`src/rtl/tiny_pkg.sv`:
```
// Types and constants shared by the UART loader and the TinyRAM write port.
package tiny_pkg;

    localparam int ADDR_W = 8;
    localparam int DATA_W = 8;

    localparam logic [DATA_W-1:0] SYNC_BYTE_DEFAULT = 8'hA5;

    typedef enum logic [2:0] {
        IDLE,
        LEN,
        DATA,
        CSUM,
        DONE,
        ERR
    } loader_state_t;

endpackage

```
`src/rtl/tiny_uart_rx.sv`:
```
// 8N1 UART byte receiver with a 2-flop input synchronizer; bit timing
// comes from a down-counter that fires at each bit centre.
module tiny_uart_rx
    import tiny_pkg::*;
#(
    parameter int CLKS_PER_BIT = 434
) (
    input  logic              clk,
    input  logic              rst,
    input  logic              rx,
    output logic [DATA_W-1:0] rx_byte,
    output logic              rx_valid,
    output logic              rx_frame_err
);

    localparam int CNT_W = $clog2(CLKS_PER_BIT);
    localparam logic [CNT_W-1:0] FULL_LOAD = CNT_W'(CLKS_PER_BIT - 1);
    localparam logic [CNT_W-1:0] HALF_LOAD = CNT_W'(CLKS_PER_BIT / 2 - 1);

    typedef enum logic [1:0] {RX_IDLE, RX_START, RX_DATA, RX_STOP} rx_state_t;

    rx_state_t         state, state_d;
    logic              rx_meta, rx_sync, rx_prev;
    logic [CNT_W-1:0]  cnt, cnt_d;
    logic [2:0]        bit_idx, bit_idx_d;
    logic [DATA_W-1:0] shreg, shreg_d, byte_d;
    logic              valid_d, ferr_d;

    always_ff @(posedge clk or posedge rst) begin
        if (rst) begin
            rx_meta <= 1'b1;
            rx_sync <= 1'b1;
            rx_prev <= 1'b1;
        end else begin
            rx_meta <= rx;
            rx_sync <= rx_meta;
            rx_prev <= rx_sync;
        end
    end

    always_ff @(posedge clk or posedge rst) begin
        if (rst) begin
            state        <= RX_IDLE;
            cnt          <= '0;
            bit_idx      <= '0;
            shreg        <= '0;
            rx_byte      <= '0;
            rx_valid     <= 1'b0;
            rx_frame_err <= 1'b0;
        end else begin
            state        <= state_d;
            cnt          <= cnt_d;
            bit_idx      <= bit_idx_d;
            shreg        <= shreg_d;
            rx_byte      <= byte_d;
            rx_valid     <= valid_d;
            rx_frame_err <= ferr_d;
        end
    end

    always_comb begin
        state_d   = state;
        cnt_d     = cnt;
        bit_idx_d = bit_idx;
        shreg_d   = shreg;
        byte_d    = rx_byte;
        valid_d   = 1'b0;
        ferr_d    = 1'b0;
        unique case (state)
            RX_IDLE: begin
                // Edge-qualified so a line held low after a bad stop bit cannot retrigger
                if (rx_prev && !rx_sync) begin
                    state_d = RX_START;
                    cnt_d   = HALF_LOAD;
                end
            end
            RX_START: begin
                if (cnt == '0) begin
                    if (rx_sync) begin
                        state_d = RX_IDLE;
                    end else begin
                        state_d   = RX_DATA;
                        cnt_d     = FULL_LOAD;
                        bit_idx_d = '0;
                    end
                end else begin
                    cnt_d = cnt - 1'b1;
                end
            end
            RX_DATA: begin
                if (cnt == '0) begin
                    shreg_d = {rx_sync, shreg[DATA_W-1:1]};
                    cnt_d   = FULL_LOAD;
                    if (bit_idx == 3'd7) state_d = RX_STOP;
                    else bit_idx_d = bit_idx + 3'd1;
                end else begin
                    cnt_d = cnt - 1'b1;
                end
            end
            RX_STOP: begin
                if (cnt == '0) begin
                    state_d = RX_IDLE;
                    if (rx_sync) begin
                        valid_d = 1'b1;
                        byte_d  = shreg;
                    end else begin
                        ferr_d = 1'b1;
                    end
                end else begin
                    cnt_d = cnt - 1'b1;
                end
            end
            default: state_d = RX_IDLE;
        endcase
    end

endmodule

```
`src/rtl/tiny_uart_loader.sv`:
```
// Serial firmware loader: receives SYNC/LEN/data/CSUM frames over UART,
// writes the data into TinyRAM and holds the core in reset until a good load.
//
// state | meaning
// IDLE  | waiting for SYNC after reset, core held
// LEN   | SYNC seen, next byte is the data length (0 = 256)
// DATA  | each byte is written to RAM and summed
// CSUM  | next byte is compared against the running sum
// DONE  | image good, core released; SYNC starts a reload
// ERR   | checksum or framing error, core held; SYNC retries
module tiny_uart_loader
    import tiny_pkg::*;
#(
    parameter int                CLKS_PER_BIT = 434,
    parameter logic [DATA_W-1:0] SYNC_BYTE    = SYNC_BYTE_DEFAULT
) (
    input  logic              clk,
    input  logic              rst,
    input  logic              rx,
    output logic [ADDR_W-1:0] ram_addr,
    output logic [DATA_W-1:0] ram_wdata,
    output logic              ram_write,
    output logic              ram_select,
    output logic              cpu_hold,
    output logic              busy,
    output logic              load_ok,
    output logic              load_err
);

    logic [DATA_W-1:0] rx_byte;
    logic              rx_valid, rx_frame_err;

    tiny_uart_rx #(.CLKS_PER_BIT(CLKS_PER_BIT)) u_rx (
        .clk          (clk),
        .rst          (rst),
        .rx           (rx),
        .rx_byte      (rx_byte),
        .rx_valid     (rx_valid),
        .rx_frame_err (rx_frame_err)
    );

    loader_state_t     state, state_d;
    logic [8:0]        count, count_d;
    logic [ADDR_W-1:0] addr, addr_d, waddr_d;
    logic [DATA_W-1:0] sum, sum_d, wdata_d;
    logic              write_d, ok_d, err_d, hold_d, busy_d;

    always_ff @(posedge clk or posedge rst) begin
        if (rst) begin
            state      <= IDLE;
            count      <= '0;
            addr       <= '0;
            sum        <= '0;
            ram_addr   <= '0;
            ram_wdata  <= '0;
            ram_write  <= 1'b0;
            ram_select <= 1'b0;
            cpu_hold   <= 1'b1;
            busy       <= 1'b0;
            load_ok    <= 1'b0;
            load_err   <= 1'b0;
        end else begin
            state      <= state_d;
            count      <= count_d;
            addr       <= addr_d;
            sum        <= sum_d;
            ram_addr   <= waddr_d;
            ram_wdata  <= wdata_d;
            ram_write  <= write_d;
            ram_select <= write_d;
            cpu_hold   <= hold_d;
            busy       <= busy_d;
            load_ok    <= ok_d;
            load_err   <= err_d;
        end
    end

    always_comb begin
        state_d = state;
        count_d = count;
        addr_d  = addr;
        sum_d   = sum;
        waddr_d = ram_addr;
        wdata_d = ram_wdata;
        write_d = 1'b0;
        ok_d    = load_ok;
        err_d   = load_err;
        if (rx_frame_err) begin
            if (state != IDLE && state != DONE) begin
                state_d = ERR;
                err_d   = 1'b1;
            end
        end else if (rx_valid) begin
            unique case (state)
                IDLE, DONE, ERR: begin
                    if (rx_byte == SYNC_BYTE) begin
                        state_d = LEN;
                        ok_d    = 1'b0;
                        err_d   = 1'b0;
                    end
                end
                LEN: begin
                    count_d = (rx_byte == '0) ? 9'd256 : {1'b0, rx_byte};
                    sum_d   = '0;
                    addr_d  = '0;
                    state_d = DATA;
                end
                DATA: begin
                    waddr_d = addr;
                    wdata_d = rx_byte;
                    write_d = 1'b1;
                    sum_d   = sum + rx_byte;
                    addr_d  = addr + 1'b1;
                    count_d = count - 9'd1;
                    if (count == 9'd1) state_d = CSUM;
                end
                CSUM: begin
                    if (rx_byte == sum) begin
                        state_d = DONE;
                        ok_d    = 1'b1;
                    end else begin
                        state_d = ERR;
                        err_d   = 1'b1;
                    end
                end
                default: state_d = IDLE;
            endcase
        end
        // Derived from next state so the registered outputs track state exactly
        hold_d = (state_d != DONE);
        busy_d = (state_d == LEN) || (state_d == DATA) || (state_d == CSUM);
    end

endmodule

```
`config.mk`:
```
export PLATFORM = sky130hd
export DESIGN_NAME = tiny_uart_loader
export DESIGN_NICKNAME = d
export VERILOG_FILES = /design/src/rtl/tiny_pkg.sv /design/src/rtl/tiny_uart_rx.sv /design/src/rtl/tiny_uart_loader.sv
export SDC_FILE = /design/constraint.sdc
export NUM_CORES = 1
export LEC_CHECK = 0
export ABC_AREA = 1
export BUFFER_PORTS_ARGS = -buffer_cell sky130_fd_sc_hd__buf_2
export CAP_MARGIN = 5
export CELL_PAD_IN_SITES_DETAIL_PLACEMENT = 0
export CELL_PAD_IN_SITES_GLOBAL_PLACEMENT = 1
export CORE_ASPECT_RATIO = 1.5
export CORE_MARGIN = 2
export CORE_UTILIZATION = 28
export CTS_CLUSTER_DIAMETER = 80
export DETAILED_ROUTE_END_ITERATION = 16
export PLACE_DENSITY = 0.62
export SLEW_MARGIN = 15
export SYNTH_ARGS = -nofsm -noshare
export SYNTH_HDL_FRONTEND = slang
export SYNTH_SLANG_ARGS = --single-unit
```
`constraint.sdc`:
```
create_clock -name clk -period 2.75 [get_ports clk]
set_clock_uncertainty 0.15 [all_clocks]
set_input_delay 0.1375 -clock clk [delete_from_list [all_inputs] [get_ports clk]]
set_output_delay 0.1375 -clock clk [all_outputs]
set_load 0.05 [all_outputs]
```
==> metrics.yaml, run 1 <==
clock_tree:
  cts_tree: "yes"
  cts_max_level: 3
  cts_buffers: 9
  clkSlewWorstSetupHoldPaths_ps: 60
  postCtsSetupBuffers: 0
  cts.path.max_buffers: 2
  insertion_delay_ps: 330
  tritoncts_num_sinks: 84
  clock_tree.root_cell: "sky130_fd_sc_hd__clkbuf_16"
floorplan:
  design.portCount: 25
  die_height_um: 155
  die-area_um2: 16300
  floorplan.initialDensity_pct: 28.4
  rows: 55
  area_of_the_core_um2: 15000
  die_w_um: 105
placement:
  port_buffers: 24
  place_hpwl_um: 7710
  post-place-cells: 734
  gpl_congestion: 0.839
cells_and_area:
  fin_nets: 569
  area_added_between_synthesis_and_finish_pct: 16.6
  finish.cell_count_without_fillers: 752
  final.fill_count: 1608
  drive_gt1_share_pct: 11.2
  antenna-diode-count: 0
grt:
  grtUsageTotal_pct: 13.4
  grt_pass1_wl_um: 17300
  maximum_number_of_pins_on_one_net_before_global_route_repair: 50
  antenna_violations_before_repair: 0
  overflow: 0
  first_global_vias: 3547
power_and_ir_drop:
  netSwitchingPower_uw: 1080
  combinationalPowerShare_pct: 21.9
  pwr-share-seq_pct: 41.3
  int_pwr_uw: 2400
  sw_share_pct: 31.1
  pwr_density_cell_nw_per_um2: 700
  clock_power_share_pct: 36.8
  cellLeakagePower_uw: 0.00243
  irDropWorstVdd_mv: 0.412
routing:
  drt_drc_violations_left: 0
  vias: 3512
  route.antenna.remaining_nets: 0
  dr.first_iter.drc_count: 128
  avgRoutedWirePerCell_um: 13.7
  wirelength_um: 10300
  via_per_inst: 4.67
  drt-pass1-iter-count: 4
logic_synthesis:
  synth_common_cells: "sky130_fd_sc_hd__nand2_1 (110), sky130_fd_sc_hd__dfrtp_1 (80), sky130_fd_sc_hd__inv_1 (80)"
  netlist-cell-type-count: 37
  dominantRegCellSynth: "sky130_fd_sc_hd__dfrtp_1"
  netlist.area_leader.share_pct: 46.9
  yosys.cell_count.top_type: "sky130_fd_sc_hd__nand2_1"
  synthTopCellsByArea: "sky130_fd_sc_hd__dfrtp_1 (47%), sky130_fd_sc_hd__nand2_1 (9.7%), sky130_fd_sc_hd__o21ai_0 (8.4%)"
  async_flop_share_pct: 100
  synthesis.area_um2: 4270
  synth-edff-count: 0
  syn_inst: 516
  synth.yosys.seq_area_share_pct: 49.4
  yosysWarningCount: 0
  mappedNetlistNets: 537
  ys_ff_latch: 84
  yosysTopAreaCell: "sky130_fd_sc_hd__dfrtp_1"
  post_synth.cell_area_avg_um2: 8.27
sta:
  final_min_period_over_clock_period_pct: 78.6
  final_hold_viol_count: 0
  tightestPinTransition_ps: 678
  slew_violations: 0
  setup_viol: 0
  grt_setup_unrepaired: "false"
  post_layout_minimum_cycle_time_ps: 2160
  totalNegativeSetupSlack_ps: 0
  fmax_ghz: 0.462
  relSlewSlack_pct: 54.7
critical_path:
  cp-start-kind: "flop"
  critical_path.max_fanout: 7
  timing.reg2reg.worst_path_depth: 9
  cp_data_required_time_ps: 2820
  timing.critical_path.arrival_ps: 2240
  timing.setup.critical_path_class: "flop to flop"
  crit_path_end_kind: "flop"
worst_hold_path:
  depth_of_the_worst_hold_timing_path: 0
  min-delay-path-class: "flop to flop"
flow_run:
  drv_cap: 0
status:
  outcome: "completed"
## routing by layer
layer / up-vias / part of all wire [%] / global-route usage, % / wire length [um]
met2: 71 / 53 / 24.5 / 5430
met3: 26 / 3.2 / 2.68 / 326
met4: 0 / 4.0 / 7.24 / 415
met1: 1664 / 40 / 14.4 / 4160
met5: - / 0 / 0 / 0
li1: 1751 / - / - / -
## cell usage in the layout (no fill, tap or decap), types with 5 or more instances in the layout
master,netlist,layout
sky130_fd_sc_hd__nand2_1,110,110
sky130_fd_sc_hd__o21ai_0,72,72
sky130_fd_sc_hd__nor2_1,31,31
sky130_fd_sc_hd__inv_1,80,79
sky130_fd_sc_hd__a31oi_1,5,5
sky130_fd_sc_hd__xor2_1,6,6
sky130_fd_sc_hd__dfrtp_1,80,80
sky130_fd_sc_hd__nand3_1,21,21
sky130_fd_sc_hd__a21oi_1,20,20
sky130_fd_sc_hd__nand4_1,7,7
sky130_fd_sc_hd__buf_2,3,24
sky130_fd_sc_hd__ha_1,17,17
sky130_fd_sc_hd__nor3_1,14,14
sky130_fd_sc_hd__clkbuf_16,0,9
sky130_fd_sc_hd__o211ai_1,5,5
## repair_timing
| item | in CTS | in global routing |
|---|---|---|
| endpoints found under the hold margin | 33 | 0 |
| hold buffers | 2 | 0 |
| gates resized for setup | 0 | 0 |
| setup endpoints to repair | 0 | 0 |
## state kept, by name, indices dropped and copies added, names as in the netlist, 8 cells and up, named ones only
| signal | cells |
|---|---|
| addr | 8 |
| count | 9 |
| ram_addr | 8 |
| ram_wdata | 8 |
| sum | 8 |
| u_rx.cnt | 9 |
| u_rx.rx_byte | 8 |
| u_rx.shreg | 8 |
## power groups by stage
stage	registers [uW]	clock network [uW]	logic, uW
CTS	1440	1330	772
floorplan	1460	0	575
global route	1450	1390	903
detailed placement	1460	0	767
finish	1440	1280	763
global placement	1450	0	760
## final timing paths
check / slack, ps / start / end
setup / recovery: 590 / u_rx.cnt[1] / u_rx.cnt[3]
hold / removal: 210 / u_rx.rx_meta / u_rx.rx_sync
setup reg to reg: 590 / u_rx.cnt[1] / u_rx.cnt[3]
hold reg to reg: 210 / u_rx.rx_meta / u_rx.rx_sync
max in group asynchronous: 1440 / rst / u_rx.rx_prev
min in group asynchronous: 280 / rst / u_rx.cnt[1]
## critical path, stage by stage (launching register included)
cell and delay, ps:
sky130_fd_sc_hd__dfrtp_1 380, sky130_fd_sc_hd__inv_1 100, sky130_fd_sc_hd__ha_1 210, sky130_fd_sc_hd__nand3_2 130, sky130_fd_sc_hd__nor3_2 310, sky130_fd_sc_hd__o21ai_0 180
sky130_fd_sc_hd__nand2_1 190, sky130_fd_sc_hd__inv_1 150, sky130_fd_sc_hd__o21ai_0 180, sky130_fd_sc_hd__inv_1 50
## logic make-up after synthesis
logic type	synth area share (%)
AOI/OAI and AO/OA	15.0
buffers and inverters	8.45
and+or+nand+nor	20.3
xor gates and xnor gates	1.44
adders and majority gates	5.45
DFF	49.4
## layout make-up
| cell class | count | area [um^2] | share of cell area (%) |
|---|---|---|---|
| Sequential cell | 84 | 2110 | 42.4 |
| Multi-Input combinational cell | 339 | 1800 | 36.2 |
| Inverter | 83 | 313 | 6.29 |
| Tap cell | 199 | 249 | 5.01 |
| Clock buffer | 9 | 225 | 4.53 |
| Timing Repair Buffer | 31 | 190 | 3.82 |
| Clock inverter | 7 | 91.3 | 1.84 |
## per-stage QoR
stage                     area [um^2]  worst slack, ps  utilization (%)  total power (uW)  hold WS (ps)
after floorplan                  4270              304                -              2030         -8.02
after global placement           4640              605             30.9              2210          92.0
after global routing             4970              396             33.2              3740           219
after CTS                        4970              587             33.2              3540           206
final                            4970              587             33.2              3480           205
after detailed placement         4640              611             30.9              2230          94.0
Note: power is estimated with default switching activity, not from simulation.
==> run 2, diff against run 1 <==
--- a/config.mk
+++ b/config.mk
@@ -15,7 +15,7 @@
 export CORE_UTILIZATION = 28
 export CTS_CLUSTER_DIAMETER = 80
 export DETAILED_ROUTE_END_ITERATION = 16
-export PLACE_DENSITY = 0.62
+export PLACE_DENSITY = 0.64
 export SLEW_MARGIN = 15
 export SYNTH_ARGS = -nofsm -noshare
 export SYNTH_HDL_FRONTEND = slang
==> constraint.sdc (replaced) <==
create_clock -name clk -period 1.85 [get_ports clk]
set_clock_uncertainty 0.15 [all_clocks]
set_input_delay 0.0925 -clock clk [delete_from_list [all_inputs] [get_ports clk]]
set_output_delay 0.0925 -clock clk [all_outputs]
set_load 0.05 [all_outputs]
==> metrics.yaml, run 2 (synthesis gave the netlist of run 1 again) <==
cells_and_area:
  final.fill_count: 1604
  area_added_between_synthesis_and_finish_pct: 28.4
  final_cell_mix: "sky130_fd_sc_hd__nand2_1 (103), sky130_fd_sc_hd__dfrtp_1 (79), sky130_fd_sc_hd__inv_1 (73)"
  drive_gt1_share_pct: 23.7
  layout_commonest_cell: "sky130_fd_sc_hd__nand2_1"
  antenna-diode-count: 0
  finish.cell_count_without_fillers: 797
  largestRegisters: "count x9, u_rx.cnt x9"
  fin_nets: 614
  final_core_util_pct: 36.5
placement:
  post-place-cells: 774
  place_hpwl_um: 7980
  gpl_congestion: 0.892
  port_buffers: 24
routing:
  drt-pass1-iter-count: 4
  dr.first_iter.drc_count: 162
  via_per_inst: 4.64
  vias: 3697
  route.antenna.remaining_nets: 0
  drt_drc_violations_left: 0
  wirelength_um: 10700
  avgRoutedWirePerCell_um: 13.5
floorplan:
  floorplan.initialDensity_pct: 28.4
  area_of_the_core_um2: 15000
  design.portCount: 25
  die_height_um: 155
  die-area_um2: 16300
  rows: 55
  die_w_um: 105
power_and_ir_drop:
  sw_share_pct: 32.4
  combinationalPowerShare_pct: 27.2
  pwr_density_cell_nw_per_um2: 992
  irDropWorstVdd_mv: 0.620
  netSwitchingPower_uw: 1760
  cellLeakagePower_uw: 0.00266
  pwr-share-seq_pct: 39.3
  post-layout-total-power_uw: 5430
  clock_power_share_pct: 33.5
  int_pwr_uw: 3670
critical_path:
  crit_path_end_kind: "flop"
  cp-start-kind: "flop"
  timing.reg2reg.worst_path_depth: 11
  regToRegEndpoint: "busy"
  worstReg2RegStart: "sum[4]"
  timing.critical_path.arrival_ps: 1850
  critical_path.max_fanout: 3
  r2r_setup_slack_ps: 60
  timing.critical_path.slowest_stage_cell: "sky130_fd_sc_hd__dfrtp_1"
  crit_chain: "ha_1 -> inv_1 -> nand2_1 -> nor2_2 -> nand3_2 -> nand2_2 -> nand3_2 -> nand2_1 -> nand2_1 -> nand2_2 -> a21oi_2"
  timing.setup.critical_path_class: "flop to flop"
  cp_data_required_time_ps: 1910
  max_stage_delay_ps: 400
  crit_path_frequent_cell: "sky130_fd_sc_hd__nand2_1"
sta:
  tightestPinTransition_ps: 432
  relSlewSlack_pct: 71.2
  final_min_period_over_clock_period_pct: 97.0
  fmax_ghz: 0.557
  post_layout_minimum_cycle_time_ps: 1790
  setup_viol: 0
  slew_violations: 0
  fin_worst_hold_slack_ps: 136
  final_hold_viol_count: 0
  grt_setup_unrepaired: "true"
grt:
  maximum_number_of_pins_on_one_net_before_global_route_repair: 39
  grtUsageTotal_pct: 13.8
  antenna_violations_before_repair: 0
  groute.layer.met2.usage_pct: 25.4
  overflow: 0
  first_global_vias: 3724
  use_met3_pct: 1.84
  grt_busiest_layer: "met2"
  grt_pass1_wl_um: 17900
  grt_util_met1_pct: 15.2
clock_tree:
  clock_tree.root_cell: "sky130_fd_sc_hd__clkbuf_16"
  insertion_delay_ps: 340
  tritoncts_num_sinks: 84
  cts_max_level: 3
  cts_tree: "yes"
  clkSlewWorstSetupHoldPaths_ps: 60
  cts.path.max_buffers: 2
  cts_buffers: 9
worst_hold_path:
  min-delay-path-class: "primary input to asynchronous set/reset pin"
flow_run:
  drv_cap: 0
status:
  outcome: "completed"
==> run 2: metal layers <==
layer	share of wire (%)	wire, um
met4	3.3	351
met1	40	4270
met3	2.8	305
met2	54	5800
met5	0	0
==> run 2: cell type report <==
cell class	instances	area, um^2	share of cell area (%)
tap	199	249	4.54
inverter	83	319	5.82
clock buffer	10	239	4.36
multi-input combinational	339	1940	35.3
timing repair buffer	76	566	10.3
clock inverter	6	63.8	1.16
sequential	84	2110	38.5
==> run 2: per-stage QoR <==
stage / setup TNS, ps / setup WS, ps / instance area, um^2
6_report: 0 / 56.2 / 5480
5_1_grt: -226 / -68.2 / 5480
4_1_cts: 0 / 0.162 / 5320
3_5_place_dp: -64.5 / -40.7 / 4980
3_3_place_gp: -25.3 / -25.3 / 4980
2_1_floorplan: 0 / 30.1 / 4270
==> run 2: timing repair <==
action,CTS,global route
hold endpoints to repair,50,0
setup endpoints to repair,3,34
resized for setup,3,42
setup buffers,1,4
pin swaps,0,12
hold buffers,2,0
==> run 2: how the worst max path moves through the flow <==
stage,start,to,slack (ps),cells past startpoint
after floorplan,u_rx.rx_byte[0],sum[6],30,10
after global placement,u_rx.rx_byte[0],sum[6],-30,11
after detailed placement,u_rx.rx_byte[0],sum[6],-40,10
after CTS,sum[4],busy,0.2,11
after global routing,sum[3],busy,-70,11
final,sum[4],busy,60,11
==> run 2: power by group through the flow <==
stage	registers (uW)	logic [uW]	clock network [uW]
final	2140	1480	1820
after detailed placement	2170	1340	0
after global routing	2150	1680	1960
after global placement	2160	1330	0
after CTS	2140	1350	1880
after floorplan	2170	855	0
==> run 2: worst max-delay path: cells and delay by family, from the launching register on <==
kind	cells	cell delay [ps]
flops	1	400
compound gates	1	60
buf+inv	1	70
fa+ha+maj	1	300
simple gates	8	680
